### config.mk
export PLATFORM = sky130hd
export DESIGN_NAME = mem_stage_lat
export DESIGN_NICKNAME = d
export VERILOG_FILES = /design/src/rtl/mem_stage_lat_pkg.sv /design/src/rtl/mem_stage_lat_sat_counter.sv /design/src/rtl/mem_stage_lat.sv
export SDC_FILE = /design/constraint.sdc
export NUM_CORES = 1
export LEC_CHECK = 0
export CORE_UTILIZATION = 42
export DETAILED_ROUTE_END_ITERATION = 10
export PLACE_DENSITY = 0.87
export SLEW_MARGIN = 20
export SYNTH_ARGS = -nofsm -noshare
export SYNTH_HDL_FRONTEND = slang
export SYNTH_HIERARCHICAL = 1
export SYNTH_SLANG_ARGS = --single-unit
export TNS_END_PERCENT = 5
### constraint.sdc
create_clock -name Clk -period 3.73 [get_ports Clk]
set_input_delay 0.5595 -clock Clk [delete_from_list [all_inputs] [get_ports Clk]]
set_output_delay 0.5595 -clock Clk [all_outputs]
set_load 0.02 [all_outputs]
### src/rtl/mem_stage_lat_pkg.sv
`default_nettype none
// ============================================================================
// Module      : mem_stage_lat_pkg
// Description : Shared definitions for the latency-aware memory/write-back
//               stage: FSM state encoding and load-latency bounds.
// Revision    : 1.0 - initial release
// ============================================================================
package mem_stage_lat_pkg;

  typedef enum logic {
    ST_IDLE = 1'b0,
    ST_WAIT = 1'b1
  } state_e;

  // Largest supported load latency, and the counter width needed to reach it.
  localparam int unsigned MEM_LAT_MAX = 15;
  localparam int unsigned LAT_W       = $clog2(MEM_LAT_MAX + 1);

endpackage
`default_nettype wire

### src/rtl/mem_stage_lat_sat_counter.sv
`default_nettype none
// ============================================================================
// Module      : sat_counter
// Description : Up-counter that increments on i_inc and sticks at all-ones.
// Ports       : clk     - clock
//               rst     - asynchronous active-high reset, clears the count
//               i_inc   - increment request for this cycle
//               o_count - current count value
// Revision    : 1.0 - initial release
// ============================================================================
module sat_counter #(
  parameter int unsigned CNT_W = 16
) (
  input  logic             clk,
  input  logic             rst,
  input  logic             i_inc,
  output logic [CNT_W-1:0] o_count
);

  logic [CNT_W-1:0] count_q;
  logic [CNT_W-1:0] count_d;

  always_comb begin
    count_d = count_q;
    if (i_inc && (count_q != {CNT_W{1'b1}})) begin
      count_d = count_q + 1'b1;
    end
  end

  always_ff @(posedge clk or posedge rst) begin
    if (rst) begin
      count_q <= '0;
    end else begin
      count_q <= count_d;
    end
  end

  assign o_count = count_q;

endmodule
`default_nettype wire

### src/rtl/mem_stage_lat.sv
`default_nettype none
// ============================================================================
// Module      : mem_stage_lat
// Description : Memory/write-back stage for a data memory with MEM_LAT-cycle
//               read latency. Loads stall upstream until data returns;
//               stores and ALU ops complete in one cycle. Write-back data,
//               destination and strobe are registered. Stall cycles are
//               counted in a saturating performance counter.
// Ports       : Clk, Rst (async, active-high)
//               EX side  : ALUResult, memAddr, storeData, memEnab,
//                          memWriteEnab, sel_mem2reg, regWrite_in, regAddr_in
//               Memory   : dm_rdata (in), dm_en, dm_we, dm_addr, dm_wdata
//               Pipeline : stall
//               WB side  : WB_writeData, WB_regAddr, WB_regWrite
//               Perf     : stall_cnt
// Revision    : 1.0 - initial release
// ============================================================================
module mem_stage_lat
  import mem_stage_lat_pkg::*;
#(
  parameter int unsigned DSIZE   = 16,
  parameter int unsigned ASIZE   = 10,
  parameter int unsigned RSIZE   = 3,
  parameter int unsigned MEM_LAT = 1,
  parameter int unsigned CNT_W   = 16
) (
  input  logic             Clk,
  input  logic             Rst,
  input  logic [DSIZE-1:0] ALUResult,
  input  logic [ASIZE-1:0] memAddr,
  input  logic [DSIZE-1:0] storeData,
  input  logic             memEnab,
  input  logic             memWriteEnab,
  input  logic             sel_mem2reg,
  input  logic             regWrite_in,
  input  logic [RSIZE-1:0] regAddr_in,
  input  logic [DSIZE-1:0] dm_rdata,
  output logic             dm_en,
  output logic             dm_we,
  output logic [ASIZE-1:0] dm_addr,
  output logic [DSIZE-1:0] dm_wdata,
  output logic             stall,
  output logic [DSIZE-1:0] WB_writeData,
  output logic [RSIZE-1:0] WB_regAddr,
  output logic             WB_regWrite,
  output logic [CNT_W-1:0] stall_cnt
);

  localparam logic [LAT_W-1:0] LAT_V = LAT_W'(MEM_LAT);

  state_e           state_q, state_d;
  logic [LAT_W-1:0] cnt_q, cnt_d;
  logic [DSIZE-1:0] wb_data_q, wb_data_d;
  logic [RSIZE-1:0] wb_addr_q, wb_addr_d;
  logic             wb_we_q, wb_we_d;

  logic is_load;
  logic lat_done;
  logic stall_raw;
  logic dm_en_raw;

  always_comb begin
    state_d   = state_q;
    cnt_d     = cnt_q;
    wb_data_d = wb_data_q;
    wb_addr_d = wb_addr_q;
    wb_we_d   = wb_we_q;

    is_load   = memEnab & ~memWriteEnab;
    lat_done  = (state_q == ST_WAIT) && (cnt_q == LAT_V);
    stall_raw = ((state_q == ST_IDLE) & is_load) |
                ((state_q == ST_WAIT) & ~lat_done);
    // Memory is only touched from IDLE; in WAIT the held inputs must not
    // re-issue the same access.
    dm_en_raw = (state_q == ST_IDLE) & memEnab;

    case (state_q)
      ST_IDLE: begin
        if (is_load) begin
          state_d = ST_WAIT;
          cnt_d   = LAT_W'(1);
        end
      end
      ST_WAIT: begin
        if (lat_done) begin
          state_d = ST_IDLE;
          cnt_d   = '0;
        end else begin
          cnt_d = cnt_q + 1'b1;
        end
      end
    endcase

    // Inputs are frozen while stalled, so suppress the strobe to avoid
    // writing the register file more than once per instruction.
    if (stall_raw) begin
      wb_we_d = 1'b0;
    end else begin
      wb_data_d = (lat_done | sel_mem2reg) ? dm_rdata : ALUResult;
      wb_addr_d = regAddr_in;
      wb_we_d   = regWrite_in;
    end
  end

  always_ff @(posedge Clk or posedge Rst) begin
    if (Rst) begin
      state_q   <= ST_IDLE;
      cnt_q     <= '0;
      wb_data_q <= '0;
      wb_addr_q <= '0;
      wb_we_q   <= 1'b0;
    end else begin
      state_q   <= state_d;
      cnt_q     <= cnt_d;
      wb_data_q <= wb_data_d;
      wb_addr_q <= wb_addr_d;
      wb_we_q   <= wb_we_d;
    end
  end

  // Gate the combinational controls with reset so they drop the moment
  // reset asserts, even if upstream still presents a load.
  assign stall    = stall_raw & ~Rst;
  assign dm_en    = dm_en_raw & ~Rst;
  assign dm_we    = dm_en & memWriteEnab;
  assign dm_addr  = memAddr;
  assign dm_wdata = storeData;

  assign WB_writeData = wb_data_q;
  assign WB_regAddr   = wb_addr_q;
  assign WB_regWrite  = wb_we_q;

  sat_counter #(
    .CNT_W (CNT_W)
  ) u_stall_cnt (
    .clk     (Clk),
    .rst     (Rst),
    .i_inc   (stall),
    .o_count (stall_cnt)
  );

endmodule
`default_nettype wire

# Word-level counts from Yosys, hierarchy flattened
# Index checks and enable logic that the tools add are counted.
# Widths: inputs -> output; s select.
[word_totals]
ff_bits = 41
out_inout_bits = 65
[op_classes]
n_addsub = 2
eq_ne = 3
mux = 8
bitwise_logic = 13
reduce_logical = 2
[ops]
columns = ["cell", "n"]
rows = [
  ["$add 16x1->16 const B", 1],
  ["$mux 16", 1],
  ["$ne 16x16->1 const B", 1],
  ["$mux 4", 2],
  ["$pmux 4 s2", 1],
  ["$and 1x1->1", 7],
  ["$add 4x1->4 const B", 1],
  ["$eq 4x1->1 const B", 1],
  ["$not 1->1", 4],
  ["$mux 1", 3],
  ["$logic_and 1x1->1", 2],
  ["$ne 2x2->1 const B", 1],
  ["$or 1x1->1", 2],
  ["$pmux 1 s2", 1],
]

# Logic depth before layout (Yosys ltp)
# Gate-level depths: netlist (run 1).
[depth]
depth_word = 7
ltp_mapped = 11

# Hierarchy
# Netlist (run 1), hierarchy kept.
[modules_own_cells]
columns = ["mod", "n_inst", "cells_each", "area_each_um2"]
rows = [
  ["mem_stage_lat", 1, 157, 1580.3],
  ["sat_counter", 1, 71, 805.8],
]

# Least setup slack after synthesis (run 1)
# OpenSTA, ideal clock, no wires.
[synth_timing]
path_kind = "register to register"
from = "register cnt_q[0]"
to = "register u_stall_cnt.count_q[14] (netlist: u_stall_cnt/o_count[14])"
setup_ns = 0.125
arrival_time_ns = 2.410
required_time_ns = 3.605
slack_ns = 1.195
path_stages_with_launch = 11
n_path_buf = 2
synth_period_minus_slack_ns = 2.535
path_cell_list = "dfrtp_1 -> ha_1 -> nand4bb_1 -> buf_6 -> o21ai_4 -> buf_4 -> nor2_1 -> and4_1 -> nand3_1 -> nor2_1 -> mux2_2"
[synth_between]
elab_chain_len = 7
[synth_rtl]
columns = ["element", "line", "rtl"]
rows = [
  ["from (decl)", "mem_stage_lat.sv:52", "logic [LAT_W-1:0] cnt_q, cnt_d;"],
  ["from (signal assigned)", "mem_stage_lat.sv:114", "cnt_q <= cnt_d;"],
  ["$eq 4x1->1", "mem_stage_lat.sv:70", "lat_done = (state_q == ST_WAIT) && (cnt_q == LAT_V);"],
  ["$logic_and 1x1->1", "mem_stage_lat.sv:70", ""],
  ["$not 1->1", "mem_stage_lat.sv:72", "((state_q == ST_WAIT) & ~lat_done);"],
  ["$and 1x1->1", "mem_stage_lat.sv:72", ""],
  ["$or 1x1->1", "mem_stage_lat.sv:71", "stall_raw = ((state_q == ST_IDLE) & is_load) |"],
  ["$and 1x1->1", "mem_stage_lat.sv:123", "assign stall = stall_raw & ~Rst;"],
  ["net stall", "mem_stage_lat.sv:42", "output logic stall,"],
  ["$logic_and 1x1->1", "mem_stage_lat_sat_counter.sv:25", "if (i_inc && (count_q != {CNT_W{1'b1}})) begin"],
  ["to (signal assigned)", "mem_stage_lat_sat_counter.sv:34", "count_q <= count_d;"],
  ["to (decl)", "mem_stage_lat_sat_counter.sv:20", "logic [CNT_W-1:0] count_q;"],
]
# The timed path passes the listed nets, and every way through them passes these cells.
# A chain may end at the register's enable or synchronous reset.

# Worst setup path after layout (run 1)
[layout_timing]
from = "register state_q"
to = "output port stall"
[layout_between]
elab_chain_len = 5
elab_cells_between_ends = 7
[layout_rtl]
columns = ["element", "line", "rtl"]
rows = [
  ["from (decl)", "mem_stage_lat.sv:51", "state_e state_q, state_d;"],
  ["from (signal assigned)", "mem_stage_lat.sv:113", "state_q <= state_d;"],
  ["$logic_and 1x1->1", "mem_stage_lat.sv:70", ""],
  ["$not 1->1", "mem_stage_lat.sv:72", ""],
  ["$and 1x1->1", "mem_stage_lat.sv:72", ""],
  ["$or 1x1->1 (*)", "mem_stage_lat.sv:71", ""],
  ["$and 1x1->1 (*)", "mem_stage_lat.sv:123", ""],
  ["to (decl)", "mem_stage_lat.sv:42", ""],
]
# Every way passes the cells marked *; elsewhere a longest branch is shown, timed or not.

==> results.md, run 1 <==
* Initial Utilization at between 40 and 50%
* Yosys reg bits at 41
* Avg Cell Area, Syn at between 10 and 15 sq um
* Worst skew pair latency at 290 ps
* HPWL after DPL at 3.87 mm
* Wire per inst at 15.6 microns
* Largest net degree at the start of global routing at 33
* Most common cell after layout, fill and taps aside: clkdlybuf4s50_1
* Final antenna-violating net count at 0
* Area contributors post-synth: dfrtp_1 43%, buf_4 9.1%, a2bb2oi_1 5.9%
* Achievable Freq at 334 MHz
* Final setup fails at 0
* Hold path start: u_stall_cnt/o_count[15]
* Slew of the pin with the lowest slew margin at around 960 ps
* Kind of end point of the critical path: primary output
* Post-synth EDFFs at 0
* Crit path DAT at 2440 ps
* Filler instances at ~460
* Gpl congestion at 0.767
* Most frequent cells in the layout: 79 x clkdlybuf4s50_1, 41 x dfrtp_1, 17 x o21ai_0
* DR vias/cell at 5.40
* Asr flop ratio synth at 100%
* Largest area contributor in the netlist: dfrtp_1
* Routed WL at 5.49 mm
* Cell Rows at 27
* GRT Total Usage at 18.7%
* Status: complete, no violations
* Post-synthesis cell area at roughly 2400 sq um
* Seq/Total Area, Yosys at 43.0%
* Yosys cell types at 40
* CTS Hold Bufs at 0
* Clock sink count at 41
* Clock Skews at 6.65 ps
* H-tree levels at 2
* Max-cap viol count at 0
* Max VDD drop at 394 uV
* Num CTS Buffers at 5
* Start point of the critical path: state_q
* Fin nets at 349
* Final Hold Viols at 0
* Syn nets at ~300
* PD cells at 735 nW/um^2
* LEAKAGE at 1.29 nW
* Crit share post-route at 80.3%
* CP Launch Type: flop
* TNS Setup at 0 ps
* I/O pin cnt at ~130
* Crit Path Class: reg -> out
* Reg clk slew, reported paths at 80 ps
* Global route overflow at 0
* Min-delay worst type: reg -> reg
* Chip width at 77.4 microns
* Port-buffer cells at 79
* P&R area growth vs syn at 31.7%
* Synth Warn # at 6
* First-pass GRT wire length at 8.87 mm
* Postcts setup bufs at 0
* Die ar. at ~6000 sq um
* Slew Viols, Final at 0
* PostCTS Resize Cnt at 0
* TritonRoute pass-1 iters at 4
* Clock Tree Buf Depth at 2
* Initial antenna violation count at 0
* Number of global-route vias before repair at 1856
* Clk root buf: clkbuf_8
* First DRT Iteration DRCs at between 100 and 150
* DR DRC count at 0
* CTS tree: built
* Top-area cell type share of the netlist area at 43.0%
* Post-synth top flop: dfrtp_1
* WP data required at approximately 3200 ps
* Core ar. at ~5500 sq um
* Headroom to the max-slew limit at around 36%
* Min Tclk post-route at 3000 ps
* Worst-path maximum fanout at 17
* RSZ-0062 raised after global routing: no
* Die height at 77.4 microns
* Final Power at 0.00231 W
* Mapped Cells at 228
* R2r startpoint: state_q
* Antenna cells at 0
* Via count at 1901
* Share of cells above drive strength 1 at 8.93%
==> state kept, by name, summed over array words and instances (netlist names) <==
register,cells
cnt_q,4
state_q,1
WB_regAddr,3
WB_regWrite,1
u_stall_cnt/o_count,16
WB_writeData,16
==> power breakdown <==
group	leakage (nW)	total [W]	internal, W	switching [W]
clock network	0.0574	0.000374	0.000218	0.000157
logic	0.729	0.00116	0.000606	0.000555
registers	0.504	0.000774	0.000614	0.000160
==> worst max-delay path, stage by stage (launching register included) <==
cell and delay, ps:
dfrtp_1 700, buf_4 290, o21ai_4 70, nor2_1 370
clkdlybuf4s50_1 700
==> worst paths after layout <==
path / slack, ps / end / depth (start not counted)
setup / recovery: 730 / stall / 4
hold / removal: 510 / u_stall_cnt/o_count[15] / 1
setup reg to reg: 1210 / u_stall_cnt/o_count[14] / 7
hold reg to reg: 510 / u_stall_cnt/o_count[15] / 1
max in group asynchronous: 2280 / WB_writeData[9] / 2
min in group asynchronous: 720 / u_stall_cnt/o_count[8] / 2
==> logic make-up (layout without fill, tap and decap cells) <==
kind of cell,count (synthesis),after routing,share of synthesized area [%]
buffers and inverters,43,95,12.2
multiplexers,7,7,3.36
AND/OR/NAND/NOR,66,66,18.5
adder cells (fa/ha/maj),3,3,1.57
XOR/XNOR,11,11,4.04
flip-flops,41,41,43.0
AO/OA/AOI/OAI,57,57,17.4
==> per-layer routing <==
metal	vias up	global-route usage, %	wire length, microns
met2	69	32.0	2670
met1	912	22.4	2320
met4	0	5.47	72
li1	904	-	-
met3	16	5.76	431
met5	-	0	0
==> cell usage after synthesis (2+ instances only) <==
cell type   n
a21oi_1     2
a2bb2oi_1  16
and2_1      3
and3_1      5
and4_1      3
buf_2       4
buf_4      29
buf_6       2
clkbuf_1    4
dfrtp_1    41
ha_1        3
inv_1       4
mux2_2      4
mux2i_1     2
nand2_1     6
nand2b_1    3
nand3_1     8
nand4_1     5
nor2_1      5
nor2b_1    16
nor3b_1     2
o21ai_0    17
o2bb2ai_1   2
o31ai_1    16
xnor2_1    11
==> per-stage QoR <==
| stage | util (%) | hold WS [ps] | cells | worst slack (ps) | area, sq um |
|---|---|---|---|---|---|
| floorplan | - | 473 | 228 | 1190 | 2390 |
| detailed placement | 54.9 | 493 | 344 | 816 | 3020 |
| finish | 57.1 | 511 | 352 | 734 | 3140 |
| global route | 57.1 | 538 | 352 | 559 | 3140 |
| CTS | 57.1 | 519 | 352 | 730 | 3140 |
| global placement | 54.9 | 492 | 344 | 827 | 3020 |
==> layout make-up <==
| cell class | count | area (sq um) | area share (%) |
|---|---|---|---|
| multi-input cells | 144 | 1070 | 34.1 |
| clock buffers | 6 | 82.6 | 2.63 |
| clock inverters | 2 | 37.5 | 1.19 |
| repair buffers | 83 | 821 | 26.1 |
| flip-flops and latches | 41 | 1030 | 32.7 |
| well taps | 72 | 90.1 | 2.87 |
| inverters | 4 | 15.0 | 0.478 |
Note: power is estimated with default switching activity, not from simulation.
==> run 2, diff against run 1 <==
--- a/config.mk
+++ b/config.mk
@@ -5,9 +5,9 @@
 export SDC_FILE = /design/constraint.sdc
 export NUM_CORES = 1
 export LEC_CHECK = 0
-export CORE_UTILIZATION = 42
+export CORE_UTILIZATION = 39
 export DETAILED_ROUTE_END_ITERATION = 10
-export PLACE_DENSITY = 0.87
+export PLACE_DENSITY = 0.82
 export SLEW_MARGIN = 20
 export SYNTH_ARGS = -nofsm -noshare
 export SYNTH_HDL_FRONTEND = slang
==> constraint.sdc (replaced) <==
create_clock -name Clk -period 2.94 [get_ports Clk]
set_input_delay 0.441 -clock Clk [delete_from_list [all_inputs] [get_ports Clk]]
set_output_delay 0.441 -clock Clk [all_outputs]
set_load 0.02 [all_outputs]
==> run 2 against run 1 <==
Clock power up 15%. Via count up 0.42%. Die area up 7.5%. Register-to-register slack worse by 530 ps. Critical endpoint unchanged.
==> results.md, run 2 (synthesized netlist as in run 1, its figures left out) <==
* DR vias/cell at about 5.3
* CP Launch Type: flop
* Chip width at 80.2 microns
* Port-buffer cells at between 70 and 80
* First DRT Iteration DRCs at 89
* PD cells at around 900 nW/um^2
* RSZ-0062 raised after global routing: no
* TritonRoute pass-1 iters at 4
* Initial Utilization at 40.3%
* Crit path buffers/inverters at 1
* First-pass GRT wire length at 8.78 mm
* Routed WL at 5.53 mm
* Core Util, Final at 53.2%
* I/O pin cnt at 132
* Headroom to the max-slew limit at between 50% and 60%
* CTS Hold Bufs at 0
* Worst path slowest cell: clkdlybuf4s50_1
* Crit share post-route at 84.7%
* Slowest stage delay, CP at about 650 ps
* Dpl cell area at 3050 sq um
* Worst-path maximum fanout at 5
* WP data required at 2500 ps
* Non-filler cells in the finished layout at ~360
* CTS tree: built
* Crit Path Class: reg -> out
* Final Cell Area at 3150 sq um
* Postcts setup bufs at 0
* Via count at ~1900
* Core ar. at about 5900 sq um
* Clk root buf: clkbuf_8
* R2r startpoint: cnt_q[0]
* Fin nets at 352
* Min-delay worst type: in -> async
* Final Power at 0.00291 W
* Min Tclk post-route at 2490 ps
* Global route overflow at 0
* Final antenna-violating net count at 0
* Clock Skews at 10.4 ps
* Slew of the pin with the lowest slew margin at 617 ps
* Crit path DAT at 2050 ps
* HPWL after DPL at 3.91 mm
* Filler instances at around 540
* CP cell instances: ha_1 > nand4bb_1 > o21ai_4 > nor2_1 > clkdlybuf4s50_1
* TNS Setup at 0 ps
* Num CTS Buffers at 5
* Internal reg-to-reg setup slack at ~700 ps
* PostCTS Resize Cnt at 0
* Die height at 80.2 microns
* Gpl congestion at about 0.8
* Kind of end point of the critical path: primary output
* Family with the most delay on the worst path: buffers and inverters
* Final Hold Viols at 0
* Status: complete, no violations
* Initial antenna violation count at 0
* Share of cells above drive strength 1 at a little under a tenth
* Worst skew pair latency at roughly 290 ps
* Max-cap viol count at 0
* Largest net degree at the start of global routing at 33
* Most common cell after layout, fill and taps aside: clkdlybuf4s50_1
* Final setup fails at 0
* Most frequent cells in the layout: 79 x clkdlybuf4s50_1, 41 x dfrtp_1, 17 x o21ai_0
* Clock sink count at 41
* Reg clk slew, reported paths at 70 ps
* Placed Cells at 350
* Slew Viols, Final at 0
* GRT Total Usage at 17.7%
* H-tree levels at 2
* Achievable Freq at roughly 400 MHz
* LEAKAGE at 1.30 nW
* Antenna cells at 0
* Wire per inst at 15.5 microns
* DR DRC count at 0
* Cell Rows at 28
* Max VDD drop at 520 uV
* P&R area growth vs syn at 32.1%
* Start point of the critical path: cnt_q[0]
* Die ar. at approximately 6400 sq um
* Clock Tree Buf Depth at 2
* Number of global-route vias before repair at between 1500 and 2000
==> run 2: cell types whose count changed in the layout (fill, tap and decap cells not counted) <==
| cell | change |
|---|---|
| buf_4 | +3 |
| clkinvlp_4 | -1 |
| clkbuf_8 | -1 |
| clkinv_2 | +1 |
==> run 2: area by class of cell <==
type / instances / area (sq um) / area share, %
Clock buffer: 5 / 68.8 / 2.18
Tap cell: 75 / 93.8 / 2.98
Sequential cell: 41 / 1030 / 32.6
Multi-Input combinational cell: 144 / 1070 / 33.9
Clock inverter: 2 / 35.0 / 1.11
Inverter: 4 / 15.0 / 0.476
Timing Repair Buffer: 86 / 843 / 26.8
==> run 2: metal layers <==
metal,GRT usage [%],vias up,routed length (microns)
met3,5.11,10,507
li1,-,907,-
met1,21.5,900,2350
met2,29.7,92,2600
met5,0,-,0
met4,6.25,0,74
==> run 2: worst paths after layout <==
kind                                                 to  depth (start not counted)
min in group Clk                          WB_regAddr[2]                          1
max in group asynchronous       u_stall_cnt/o_count[14]                          2
worst max-delay path                              stall                          5
worst min-delay path                      WB_regAddr[0]                          2
worst max register to register  u_stall_cnt/o_count[14]                          9
worst min register to register            WB_regAddr[2]                          1
==> run 2: power by group <==
part / switching [W] / internal (W)
Sequential: 0.000175 / 0.000780
Clock: 0.000183 / 0.000247
Combinational: 0.000743 / 0.000778
==> run 2: per-stage QoR <==
stage	hold slack (ps)	setup slack [ps]
floorplan	355	405
detailed placement	495	441
global route	416	313
finish	399	450
CTS	392	435
global placement	492	476
==> run 3, diff against run 2 <==
==> constraint.sdc (replaced) <==
create_clock -name Clk -period 2.6 [get_ports Clk]
set_input_delay 0.39 -clock Clk [delete_from_list [all_inputs] [get_ports Clk]]
set_output_delay 0.39 -clock Clk [all_outputs]
set_load 0.02 [all_outputs]
==> run 3 against run 2 <==
Cell area grew 0.48%. Sequential share of layout area shrank 0.15 points. Critical path depth is the same. Non-clock buffer count is the same. Largest power group unchanged. Sequential cell count is the same. Clock skew shrank 8.7 ps. Final cell count grew 0.28%. Total power grew 14%. Clock power grew 22%. Largest cell class unchanged. Register-to-register slack lost 220 ps.
==> results.md, run 3 (synthesized netlist as in run 1, its figures left out) <==
* Via count at 1872
* Final setup fails at 0
* Wire length on met1 at 2.33 mm
* Chip width at approximately 80 microns
* Crit path DAT at 2040 ps
* Final Hold Viols at 0
* DR vias/cell at 5.23
* CP Launch Type: flop
* Die height at 80.2 microns
* WP depth at 5
* Filler instances at 533
* Headroom to the max-slew limit at between 60% and 70%
* Clk root buf: clkbuf_8
* Clock Tree Buf Depth at 2
* LEAKAGE at 1.31 nW
* R2R cell count at 8
* Most common cell after layout, fill and taps aside: clkdlybuf4s50_1
* Final antenna-violating net count at 0
* Initial antenna violation count at 0
* First DRT Iteration DRCs at 62
* Routed WL at 5.51 mm
* Slew Viols, Final at 0
* Met3 wire length at 390 microns
* Max-cap viol count at 0
* P&R area growth vs syn at 32.7%
* RSZ-0062 raised after global routing: no
* Min Tclk post-route at 2430 ps
* Num CTS Buffers at 5
* I/O pin cnt at ~130
* Global route overflow at 0
* Crit share post-route at about 94%
* Largest net degree at the start of global routing at 33
* Antenna cells at 0
* Die ar. at 6430 sq um
* PD cells at 1050 nW/um^2
* CP cell instances: ha_1 > nand4bb_1 > o21ai_4 > nor2_2 > clkdlybuf4s50_1
* Slew of the pin with the lowest slew margin at ~600 ps
* Clock Skews at 1.68 ps
* Wire per inst at between 15 and 20 microns
* Final Power at 0.00332 W
* Port-buffer cells at 79
* Gpl congestion at 0.827
* CTS tree: built
* Fin nets at 352
* Top routing layer in use: met4
* Share of cells above drive strength 1 at around a tenth
* WP data required at 2210 ps
* TritonRoute pass-1 iters at 4
* Slowest stage delay, CP at between 600 and 700 ps
* Number of global-route vias before repair at around 1900
* Worst-path maximum fanout at 5
* Worst path slowest cell: clkdlybuf4s50_1
* First-pass GRT wire length at 8.69 mm
* Core ar. at 5920 sq um
* H-tree levels at 2
* DR DRC count at 0
* Family with the most delay on the worst path: buffers and inverters
* Postcts setup bufs at 0
* Crit Path Class: reg -> out
* Achievable Freq at 411 MHz
* Kind of end point of the critical path: primary output
* Clock sink count at 41
* Min-delay worst type: in -> async
* HPWL after DPL at between 3 and 4 mm
* Most frequent cells in the layout: 79 x clkdlybuf4s50_1, 41 x dfrtp_1, 17 x o21ai_0
* Met2 WL at 2.74 mm
* Reg area at 1030 sq um
* CTS Hold Bufs at 0
* GRT Total Usage at 17.5%
* TNS Setup at 0 ps
* Initial Utilization at 40.3%
* Crit path buffers/inverters at 1
* Max VDD drop at roughly 750 uV
* PostCTS Resize Cnt at 0
* Status: complete, no violations
* Worst skew pair latency at 290 ps
* Cell Rows at 28
* Footprint of the multi-input gates at around 1100 sq um
* Reg clk slew, reported paths at about 80 ps
[run 3: cell types whose count changed in the layout (fill, tap and decap cells not counted)]
cell,change
clkbuf_1,+1
clkbuf_8,+1
clkinv_2,-1
nor2_1,-1
nor2_2,+1
[run 3: worst register-to-register path, cell delays in order (launching register included)]
cell and delay (ps):
dfrtp_1 420, ha_1 250, nand4bb_1 180, o21ai_4 80, nor2_2 190, and4_1 290
nand3_1 150, nor2_1 150, mux2_2 340
[run 3: final timing paths]
path | slack [ps] | to | startpoint
setup / recovery | 170 | stall | cnt_q[0]
hold / removal | 370 | WB_regAddr[2] | Rst
setup reg to reg | 460 | u_stall_cnt/o_count[14] | cnt_q[0]
hold reg to reg | 510 | WB_regAddr[2] | WB_regAddr[2]
max in group asynchronous | 1630 | u_stall_cnt/o_count[12] | Rst
min in group Clk | 510 | WB_regAddr[2] | WB_regAddr[2]
[run 3: metrics by stage]
| step | hold slack, ps | util (%) | setup slack (ps) | cells | area [sq um] |
|---|---|---|---|---|---|
| 5_1_grt | 379 | 53.5 | 50.7 | 358 | 3170 |
| 3_3_place_gp | 492 | 51.5 | 173 | 350 | 3050 |
| 4_1_cts | 350 | 53.4 | 57.8 | 358 | 3160 |
| 3_5_place_dp | 495 | 51.5 | 157 | 350 | 3050 |
| 2_1_floorplan | 304 | - | 64.9 | 228 | 2390 |
| 6_report | 368 | 53.5 | 167 | 358 | 3170 |
[run 3: report_power, final]
part           total, W  internal [W]  switching [W]  leakage [nW]
Sequential      0.00107      0.000882       0.000193         0.504
Clock          0.000525      0.000313       0.000212        0.0585
Combinational   0.00172      0.000881       0.000841         0.743
Total           0.00332       0.00208        0.00125          1.31
[run 3: metal layers]
metal | vias to the layer above | track usage, %
met1 | 898 | 20.9
met2 | 62 | 31.5
met4 | 0 | 5.71
met5 | - | 0
met3 | 5 | 3.41
li1 | 907 | -
[run 3: cell type report]
cell class	count	share of cell area, %
sequential	41	32.4
timing repair buffer	86	26.6
tap	75	2.96
clock inverter	1	0.948
multi-input combinational	144	33.9
clock buffer	7	2.73
inverter	4	0.474
